### src/rtl/feature_pkg.sv
// Shared state encoding and default sizes for the feature streamer.
// Optional delta stage is selected with FEATURE_STREAMER_DELTA_EN.
package feature_pkg;

    localparam int DEFAULT_DATA_WIDTH   = 16;
    localparam int DEFAULT_NUM_FEATURES = 13;

`ifdef FEATURE_STREAMER_DELTA_EN
    typedef enum logic [1:0] {StCapture, StEmitStatic, StEmitDelta} stream_state_e;
`else
    typedef enum logic [1:0] {StCapture, StEmitStatic} stream_state_e;
`endif

endpackage

### src/rtl/feature_history.sv
// Three-bank rotating frame store: current frame plus the two previous frames.
// Instantiated by feature_streamer only when FEATURE_STREAMER_DELTA_EN is defined.
module feature_history
    import feature_pkg::*;
#(
    parameter int DATA_WIDTH   = DEFAULT_DATA_WIDTH,
    parameter int NUM_FEATURES = DEFAULT_NUM_FEATURES,
    localparam int SW          = (NUM_FEATURES > 1) ? $clog2(NUM_FEATURES) : 1
) (
    input  logic                  clk,
    input  logic                  rst_n,
    input  logic                  wr_en,
    input  logic [SW-1:0]         wr_slot,
    input  logic [DATA_WIDTH-1:0] wr_data,
    input  logic                  rotate,
    input  logic [SW-1:0]         rd_slot,
    output logic [DATA_WIDTH-1:0] cur_word,
    output logic [DATA_WIDTH-1:0] old_word
);

    logic [DATA_WIDTH-1:0] cur_q  [NUM_FEATURES];
    logic [DATA_WIDTH-1:0] prev_q [NUM_FEATURES];
    logic [DATA_WIDTH-1:0] old_q  [NUM_FEATURES];

    // Rotation also clears the current bank so a short next frame reads zeros.
    always_ff @(posedge clk or negedge rst_n) begin
        if (!rst_n) begin
            for (int i = 0; i < NUM_FEATURES; i++) begin
                cur_q[i]  <= '0;
                prev_q[i] <= '0;
                old_q[i]  <= '0;
            end
        end else if (rotate) begin
            for (int i = 0; i < NUM_FEATURES; i++) begin
                old_q[i]  <= prev_q[i];
                prev_q[i] <= cur_q[i];
                cur_q[i]  <= '0;
            end
        end else if (wr_en) begin
            cur_q[wr_slot] <= wr_data;
        end
    end

    assign cur_word = cur_q[rd_slot];
    assign old_word = old_q[rd_slot];

endmodule

### src/rtl/feature_streamer.sv
// Captures one coefficient frame, then streams the kept features (and, with
// FEATURE_STREAMER_DELTA_EN, their two-frame deltas) over a valid/ready port.
module feature_streamer
    import feature_pkg::*;
#(
    parameter int DATA_WIDTH    = DEFAULT_DATA_WIDTH,
    parameter int NUM_COEFFS_IN = 26,
    parameter int NUM_FEATURES  = DEFAULT_NUM_FEATURES,
    parameter int SKIP_C0       = 0
) (
    input  logic                  clk_in,
    input  logic                  rst_n_in,
    input  logic [DATA_WIDTH-1:0] coeff_data_in,
    input  logic                  coeff_valid_in,
    input  logic                  coeff_last_in,
    output logic                  coeff_ready_out,
    output logic [DATA_WIDTH-1:0] feature_data_out,
    output logic                  feature_valid_out,
    output logic                  feature_last_out,
    input  logic                  feature_ready_in,
    output logic                  frame_error_out
);

    localparam int SW = (NUM_FEATURES > 1) ? $clog2(NUM_FEATURES) : 1;
    localparam int KW = $clog2(NUM_COEFFS_IN + 1);
    localparam logic [KW-1:0] KMax      = KW'(NUM_COEFFS_IN);
    localparam logic [KW-1:0] KLast     = KW'(NUM_COEFFS_IN - 1);
    localparam logic [SW-1:0] SlotLast  = SW'(NUM_FEATURES - 1);

    stream_state_e         state_q, state_d;
    logic [KW-1:0]         k_q, k_d;
    logic [SW-1:0]         idx_q, idx_d;
    logic                  error_q, error_d;
    logic                  final_hs;
    logic                  wr_en;
    logic [SW-1:0]         wr_slot;
    logic [DATA_WIDTH-1:0] cur_word;

    always_ff @(posedge clk_in or negedge rst_n_in) begin
        if (!rst_n_in) begin
            state_q <= StCapture;
            k_q     <= '0;
            idx_q   <= '0;
            error_q <= 1'b0;
        end else begin
            state_q <= state_d;
            k_q     <= k_d;
            idx_q   <= idx_d;
            error_q <= error_d;
        end
    end

    always_comb begin
        state_d  = state_q;
        k_d      = k_q;
        idx_d    = idx_q;
        error_d  = 1'b0;
        final_hs = 1'b0;
        unique case (state_q)
            StCapture: begin
                if (coeff_valid_in) begin
                    if (k_q != KMax) k_d = k_q + KW'(1);
                    if (coeff_last_in) begin
                        state_d = StEmitStatic;
                        idx_d   = '0;
                        // Correct only when last is exactly the NUM_COEFFS_IN-th word.
                        error_d = (k_q != KLast);
                    end
                end
            end
            StEmitStatic: begin
                if (feature_ready_in) begin
                    if (idx_q == SlotLast) begin
                        idx_d = '0;
`ifdef FEATURE_STREAMER_DELTA_EN
                        state_d = StEmitDelta;
`else
                        final_hs = 1'b1;
`endif
                    end else begin
                        idx_d = idx_q + SW'(1);
                    end
                end
            end
`ifdef FEATURE_STREAMER_DELTA_EN
            StEmitDelta: begin
                if (feature_ready_in) begin
                    if (idx_q == SlotLast) final_hs = 1'b1;
                    else idx_d = idx_q + SW'(1);
                end
            end
`endif
            default: state_d = StCapture;
        endcase
        if (final_hs) begin
            state_d = StCapture;
            k_d     = '0;
            idx_d   = '0;
        end
    end

    always_comb begin
        wr_en   = 1'b0;
        wr_slot = '0;
        if (state_q == StCapture && coeff_valid_in &&
            int'(k_q) >= SKIP_C0 && int'(k_q) < SKIP_C0 + NUM_FEATURES) begin
            wr_en   = 1'b1;
            wr_slot = SW'(int'(k_q) - SKIP_C0);
        end
    end

`ifdef FEATURE_STREAMER_DELTA_EN
    logic [1:0]            frames_q;
    logic [DATA_WIDTH-1:0] old_word;
    logic [DATA_WIDTH-1:0] delta_word;
    logic [DATA_WIDTH:0]   diff;

    always_ff @(posedge clk_in or negedge rst_n_in) begin
        if (!rst_n_in) frames_q <= '0;
        else if (final_hs && frames_q != 2'd2) frames_q <= frames_q + 2'd1;
    end

    feature_history #(
        .DATA_WIDTH   (DATA_WIDTH),
        .NUM_FEATURES (NUM_FEATURES)
    ) u_history (
        .clk      (clk_in),
        .rst_n    (rst_n_in),
        .wr_en    (wr_en),
        .wr_slot  (wr_slot),
        .wr_data  (coeff_data_in),
        .rotate   (final_hs),
        .rd_slot  (idx_q),
        .cur_word (cur_word),
        .old_word (old_word)
    );

    // Sign-extended difference; bits [W:1] are the floor-halved result.
    assign diff       = {cur_word[DATA_WIDTH-1], cur_word} - {old_word[DATA_WIDTH-1], old_word};
    assign delta_word = (frames_q == 2'd2) ? diff[DATA_WIDTH:1] : '0;
`else
    logic [DATA_WIDTH-1:0] cur_q [NUM_FEATURES];

    always_ff @(posedge clk_in or negedge rst_n_in) begin
        if (!rst_n_in) begin
            for (int i = 0; i < NUM_FEATURES; i++) cur_q[i] <= '0;
        end else if (final_hs) begin
            for (int i = 0; i < NUM_FEATURES; i++) cur_q[i] <= '0;
        end else if (wr_en) begin
            cur_q[wr_slot] <= coeff_data_in;
        end
    end

    assign cur_word = cur_q[idx_q];
`endif

    always_comb begin
        coeff_ready_out   = (state_q == StCapture);
        feature_valid_out = (state_q != StCapture);
        feature_data_out  = '0;
        feature_last_out  = 1'b0;
        frame_error_out   = error_q;
        unique case (state_q)
            StEmitStatic: begin
                feature_data_out = cur_word;
`ifndef FEATURE_STREAMER_DELTA_EN
                feature_last_out = (idx_q == SlotLast);
`endif
            end
`ifdef FEATURE_STREAMER_DELTA_EN
            StEmitDelta: begin
                feature_data_out = delta_word;
                feature_last_out = (idx_q == SlotLast);
            end
`endif
            default: ;
        endcase
    end

endmodule

### config.mk
export PLATFORM = sky130hd
export DESIGN_NAME = feature_streamer
export DESIGN_NICKNAME = d
export VERILOG_FILES = /design/src/rtl/feature_pkg.sv /design/src/rtl/feature_history.sv /design/src/rtl/feature_streamer.sv
export SDC_FILE = /design/constraint.sdc
export NUM_CORES = 1
export LEC_CHECK = 0
export ABC_AREA = 1
export BUFFER_PORTS_ARGS = -buffer_cell sky130_fd_sc_hd__clkbuf_2
export CORE_MARGIN = 2
export CORE_UTILIZATION = 42
export CTS_CLUSTER_DIAMETER = 120
export DETAILED_ROUTE_END_ITERATION = 12
export HOLD_SLACK_MARGIN = 0.08
export PLACE_DENSITY_LB_ADDON = 0.1
export SKIP_CTS_REPAIR_TIMING = 1
export SYNTH_ARGS = -nofsm -noshare
export SYNTH_HDL_FRONTEND = slang
export SYNTH_SLANG_ARGS = --single-unit
### constraint.sdc
create_clock -name clk_in -period 2.15 [get_ports clk_in]
set_input_delay 0.43 -clock clk_in [delete_from_list [all_inputs] [get_ports clk_in]]
set_output_delay 0.43 -clock clk_in [all_outputs]
set_load 0.005 [all_outputs]
* Yosys cells after proc, flatten, opt, wreduce, memory -nomap -nowiden
Index checks and enable logic that the tools add are counted.
** Word-level totals
- Register bits :: 220
** Cells by class
- Add/sub/neg operators :: 2
- $lt $le $gt $ge :: 4
- Equality and inequality tests :: 8
- Muxes and demuxes :: 32
- Bitwise operators :: 2
- Reduce and logical (&&, ||, !) cells :: 13
** Operators with widths (count)
- 208-bit two-way mux :: 2
- 208-bit bitwise mux :: 1
- 16-bit binary-select mux with 4-bit select :: 1
- 16-bit demux with 4-bit select :: 1
- 16-bit two-way mux :: 4
- 4-bit two-way mux :: 6
- 5-bit two-way mux :: 4
- 5-bit greater-or-equal comparator, second input constant :: 2
- 5-bit inequality test, second input constant :: 2
- 4-bit inverter with 5-bit output :: 2
- 2-bit nonzero test :: 5
- 1-bit two-way mux :: 8
- 4-bit case mux with 2 select lines :: 1
- 2-bit two-way mux :: 3
- 3-bit by 2-bit inequality test with 1-bit output, second input constant :: 2
- 3-bit AND reduction :: 2
- 5-bit by 1-bit adder with 5-bit output, second input constant :: 1
- 5-bit by 1-bit < comparator with 1-bit output, second input constant :: 1
- 5-bit by 4-bit < comparator with 1-bit output, second input constant :: 1
- 4-bit by 1-bit adder with 4-bit output, second input constant :: 1
- 4-bit == test, second input constant :: 1
- 2-bit case mux with 2 select lines :: 1
- 4-bit AND reduction :: 1
- 1-bit logical AND :: 3
- 5 further kinds :: 5

* Depth between registers and ports, before layout
- Word-level depth :: 12
- Depth in mapped cells :: 11

* Worst setup path before layout
Ideal clock, no wire load.
- Kind :: register to register
- From :: register idx_q[1]
- To :: register cur_q[195] (netlist name)
- Library setup time :: 134 ps
- Arrival time :: 1982 ps
- Required time :: 2016 ps
- Setup slack :: 35 ps
- Stages on the path, launching flop included :: 12
- Path buffers :: 4
- Cells stage by stage :: dfrtp_1 -> buf_2 -> clkinv_1 -> clkbuf_1 -> ha_1 -> nand3_1 -> nor2_4 -> inv_2 -> buf_2 -> buf_2 -> nand3_1 -> o31ai_1
** On the way
- Longest elaborated chain between the ends :: 5
** RTL lines
- from (decl) :: RTL line feature_streamer.sv:32 : logic [SW-1:0] idx_q, idx_d;
- from (signal assigned) :: RTL line feature_streamer.sv:48 : idx_q <= idx_d;
- 4-bit == test (*) :: RTL line feature_streamer.sv:73 : if (idx_q == SlotLast) begin
- 1-bit two-way mux (*) :: RTL line feature_streamer.sv:73
- 1-bit two-way mux (*) :: RTL line feature_streamer.sv:72 : if (feature_ready_in) begin
- 1-bit two-way mux (*) :: RTL line feature_streamer.sv:59 : unique case (state_q)
- 208-bit two-way mux or 2-bit nonzero test (tied branches)
- to (signal, indexed assignment) :: RTL line feature_streamer.sv:150 : cur_q[wr_slot] <= coeff_data_in;
- to (decl) :: RTL line feature_streamer.sv:142 : logic [DATA_WIDTH-1:0] cur_q [NUM_FEATURES];
Every way passes the cells marked *; elsewhere a longest branch is shown, timed or not.
A chain may end at the register's enable or synchronous reset.

* Final worst setup path
- From :: register idx_q[0]
- To :: output feature_data_out[0]
** On the way
- Longest elaborated chain between the ends :: 5
** RTL lines
- 4-bit inverter with 5-bit output (implied by the code) :: RTL line feature_streamer.sv:154 : assign cur_word = cur_q[idx_q];
- 16-bit binary-select mux with 4-bit select :: RTL line feature_streamer.sv:154
- 16-bit two-way mux (implied by the code) (2 in a row) :: RTL line feature_streamer.sv:154
- 16-bit two-way mux :: RTL line feature_streamer.sv:163 : unique case (state_q)
- to (decl) :: RTL line feature_streamer.sv:17 : output logic [DATA_WIDTH-1:0] feature_data_out,
Every way passes these cells. The select of a mux whose other input is x is not followed.

==> summary.txt <==
Run status
  – Status: finished, violations left
  – Failing checks: setup timing

Timing
  – Final Max Slew Viols: 0
  – Setup WS post-layout: -0.421 ns
  – Skew final: 0.0181 ns
  – Max frequency: 0.389 GHz
  – Final setup violation count: 17
  – Period Utilization, post-route: 120%
  – Slew HR: 56.0%
  – Minimum hold slack: 0.194 ns
  – Worst-Margin Slew: 0.660 ns
  – Final hold violations: 0
  – Min Tclk post-route: 2.57 ns
  – RSZ-0062 raised after global routing: true

Global route
  – Initial antenna violation count: 0
  – Number of global-route vias before repair: 9,594
  – Largest net degree at the start of global routing: 63
  – Gr ovfl total: 0
  – First-pass GRT wire length: 58.3 mm
  – Overall routing resource usage: 27.0%

Detailed routing
  – Final wirelength: 38.7 mm
  – DRT antenna net count: 0
  – Vias/cell: 5.44
  – Detailed-route wire length per cell: 20.6 um
  – Post-route DRC: 0
  – DRT Pass-1 Iters: 5
  – Via count: 10,193
  – DR iter-0 viols: 971

Place
  – PortBufs: 40
  – HPWL Detailed: 24.1 mm
  – Placer Congestion: 0.884

Finish
  – Layout area overhead: 21.1%
  – Filler instances: 2,591
  – Final Net Count: 1,545
  – Diodes inserted: 0
  – Layout cells sized above 1: 16.5%

Hold path
  – HP Start: coeff_last_in
  – Hold depth: 3
  – Worst Hold Class: in -> reg

Job
  – Total of max-cap violations: 0

Setup path
  – Crit Path Max Fanout: 5
  – Reg2reg path depth: 9
  – Worst EP arrival: 2.14 ns
  – CP most frequent cell: nand2_1
  – FF-to-FF Start: idx_q[1]
  – Req. time, crit path: 1.72 ns
  – CP startpoint: idx_q[0]
  – Setup crit end kind: output port
  – Slowest-stage cell, CP: dfrtp_4
  – CP Cell Sequence: buf_12, nor3_4, buf_6, nand2_1, nand2_1, a21oi_2, nor2_1, clkbuf_2
  – CP max stage delay: 0.52 ns
  – WS Path Type: reg -> out
  – Startpoint types: register

Die
  – Site Rows: 59
  – Initial Util: 42.7%
  – Core ar.: 26,100 sq um
  – Die area: 27,800 sq um
  – Ports: 41
  – Die X: 167 um
  – Die height: 167 um

Clock network
  – Clock buffer count from CTS: 26
  – Clk sinks: 219
  – Clock slew at reported path FFs: 0.06 ns
  – CTS tree: built
  – H-tree depth: 1
  – Root buffer cell: clkbuf_16
  – Max Buffers Root-to-Sink: 3
  – Skew-Pair Late Insertion Delay: 0.55 ns

Power
  – Peak supply drop: 0.840 mV
  – Leak: 6.91 nW
  – Pwr dens: 1340 nW/um^2
  – Total Power: 18.1 mW

Synthesis
  – Synthesis-stage register bit count: 219
  – Synthesized instance count: 1,471
  – Yosys cell types: 35
  – Synth Area per Inst: 7.56 sq um
  – Synth warn: 0
  – Post-synthesis cell area: 11,100 sq um
  – Syn_nets: 1,497
  – Sequential share of the synthesized area: 49.3%
where the power goes:
| part | internal, mW | total (mW) | switching (mW) | leakage (nW) |
|---|---|---|---|---|
| logic | 2.84 | 7.45 | 4.60 | 3.43 |
| clock network | 3.07 | 4.93 | 1.85 | 0.476 |
| registers | 5.07 | 5.68 | 0.605 | 3.01 |
cell usage after synthesis:
master	n	area (sq um)
nand4_1	1	6.26
buf_1	8	30.0
nand3_4	1	17.5
nor2_8	2	40.0
ha_1	5	62.6
xnor2_1	1	8.76
nor3_1	15	75.1
clkinv_2	1	5.00
nand2_4	1	11.3
inv_2	13	48.8
nand3_1	244	1220
nand4_4	4	85.1
clkinv_1	2	7.51
a31oi_2	2	25.0
o22ai_1	18	113
buf_2	51	255
o31ai_1	14	105
a21oi_1	19	95.1
buf_6	1	11.3
clkbuf_1	36	135
nor2_2	4	25.0
nand4_2	2	25.0
dfrtp_1	219	5480
nand2_1	534	2000
o21ai_1	14	70.1
a31oi_1	1	6.26
buf_4	10	75.1
nor2_1	93	349
o21ai_0	71	355
xor2_1	1	8.76
nor3_2	1	10.0
nand3_2	2	20.0
inv_1	75	282
nand2_2	2	12.5
nor2_4	3	33.8
cells in the final DEF (no fill, tap or decap), types with 2 or more instances in the layout:
cell type,synthesis,layout
a21oi_1,19,6
a21oi_2,0,13
buf_12,0,19
buf_16,0,3
buf_2,51,7
buf_4,10,48
buf_6,1,10
buf_8,0,2
bufinv_16,0,5
clkbuf_1,36,3
clkbuf_16,0,30
clkbuf_2,0,32
clkbuf_8,0,7
clkinv_1,2,2
clkinv_2,1,6
dfrtp_1,219,218
ha_1,5,5
inv_1,75,75
inv_2,13,11
nand2_1,534,524
nand2_2,2,12
nand3_1,244,244
nand3_2,2,2
nand4_2,2,2
nand4_4,4,4
nor2_1,93,81
nor2_2,4,14
nor2_4,3,5
nor2_8,2,2
nor3_1,15,9
nor3_2,1,6
o21ai_0,71,65
o21ai_1,14,16
o21ai_2,0,4
o22ai_1,18,18
o31ai_1,14,14
path summary, 6_finish.rpt:
check | endpoint | slack [ns]
setup / recovery | feature_data_out[0] | -0.42
hold / removal | state_q[0] | 0.19
setup reg to reg | cur_q[98] | 0.18
hold reg to reg | cur_q[67] | 0.49
max in group asynchronous | cur_q[187] | 1.07
min in group asynchronous | cur_q[17] | 0.41
layout make-up:
cell class | count | area [sq um] | share of cell area [%]
clock buffer | 36 | 758 | 5.63
clock inverter | 12 | 213 | 1.58
inverter | 91 | 353 | 2.62
multi-input combinational | 1055 | 4960 | 36.9
sequential | 219 | 5480 | 40.7
tap | 335 | 419 | 3.11
timing repair buffer | 126 | 1270 | 9.45
registers in the layout (all words and copies together) (netlist names):
| name | count |
|---|---|
| idx_q | 4 |
| cur_q | 208 |
| state_q | 1 |
| frame_error_out | 1 |
| k_q | 5 |
through the flow:
step	cell area [sq um]	setup TNS, ns	util [%]	cells	setup WS (ns)
finish	13500	-6.29	51.6	1874	-0.421
global route	13500	-7.60	51.6	1874	-0.510
CTS	13000	-8.11	49.9	1861	-0.538
detailed placement	12000	-0.495	46.2	1813	-0.0485
global placement	12000	0	46.2	1813	0.0165
floorplan	11100	0	-	1471	0.0347
layer usage:
| metal | GRT usage [%] | up-vias | share of wire, % |
|---|---|---|---|
| li1 | - | 4828 | - |
| met1 | 40.1 | 4954 | 46 |
| met2 | 41.2 | 359 | 45 |
| met3 | 5.11 | 52 | 7.4 |
| met4 | 5.73 | 0 | 1.9 |
| met5 | 0 | - | 0 |
cells by family after synthesis:
| group | share of synthesized area, % |
|---|---|
| compound gates | 6.92 |
| xor+xnor | 0.158 |
| buf+inv | 7.64 |
| simple gates | 35.4 |
| flops | 49.3 |
| fa+ha+maj | 0.563 |
critical path: cells and delay by family, from the launching register on:
family                 cells  cell delay (ns)
AND/OR/NAND/NOR            4             0.57
flip-flops                 1             0.52
buffers and inverters      3             0.47
AO/OA/AOI/OAI              1             0.04
(Power assumes the default switching activity.)
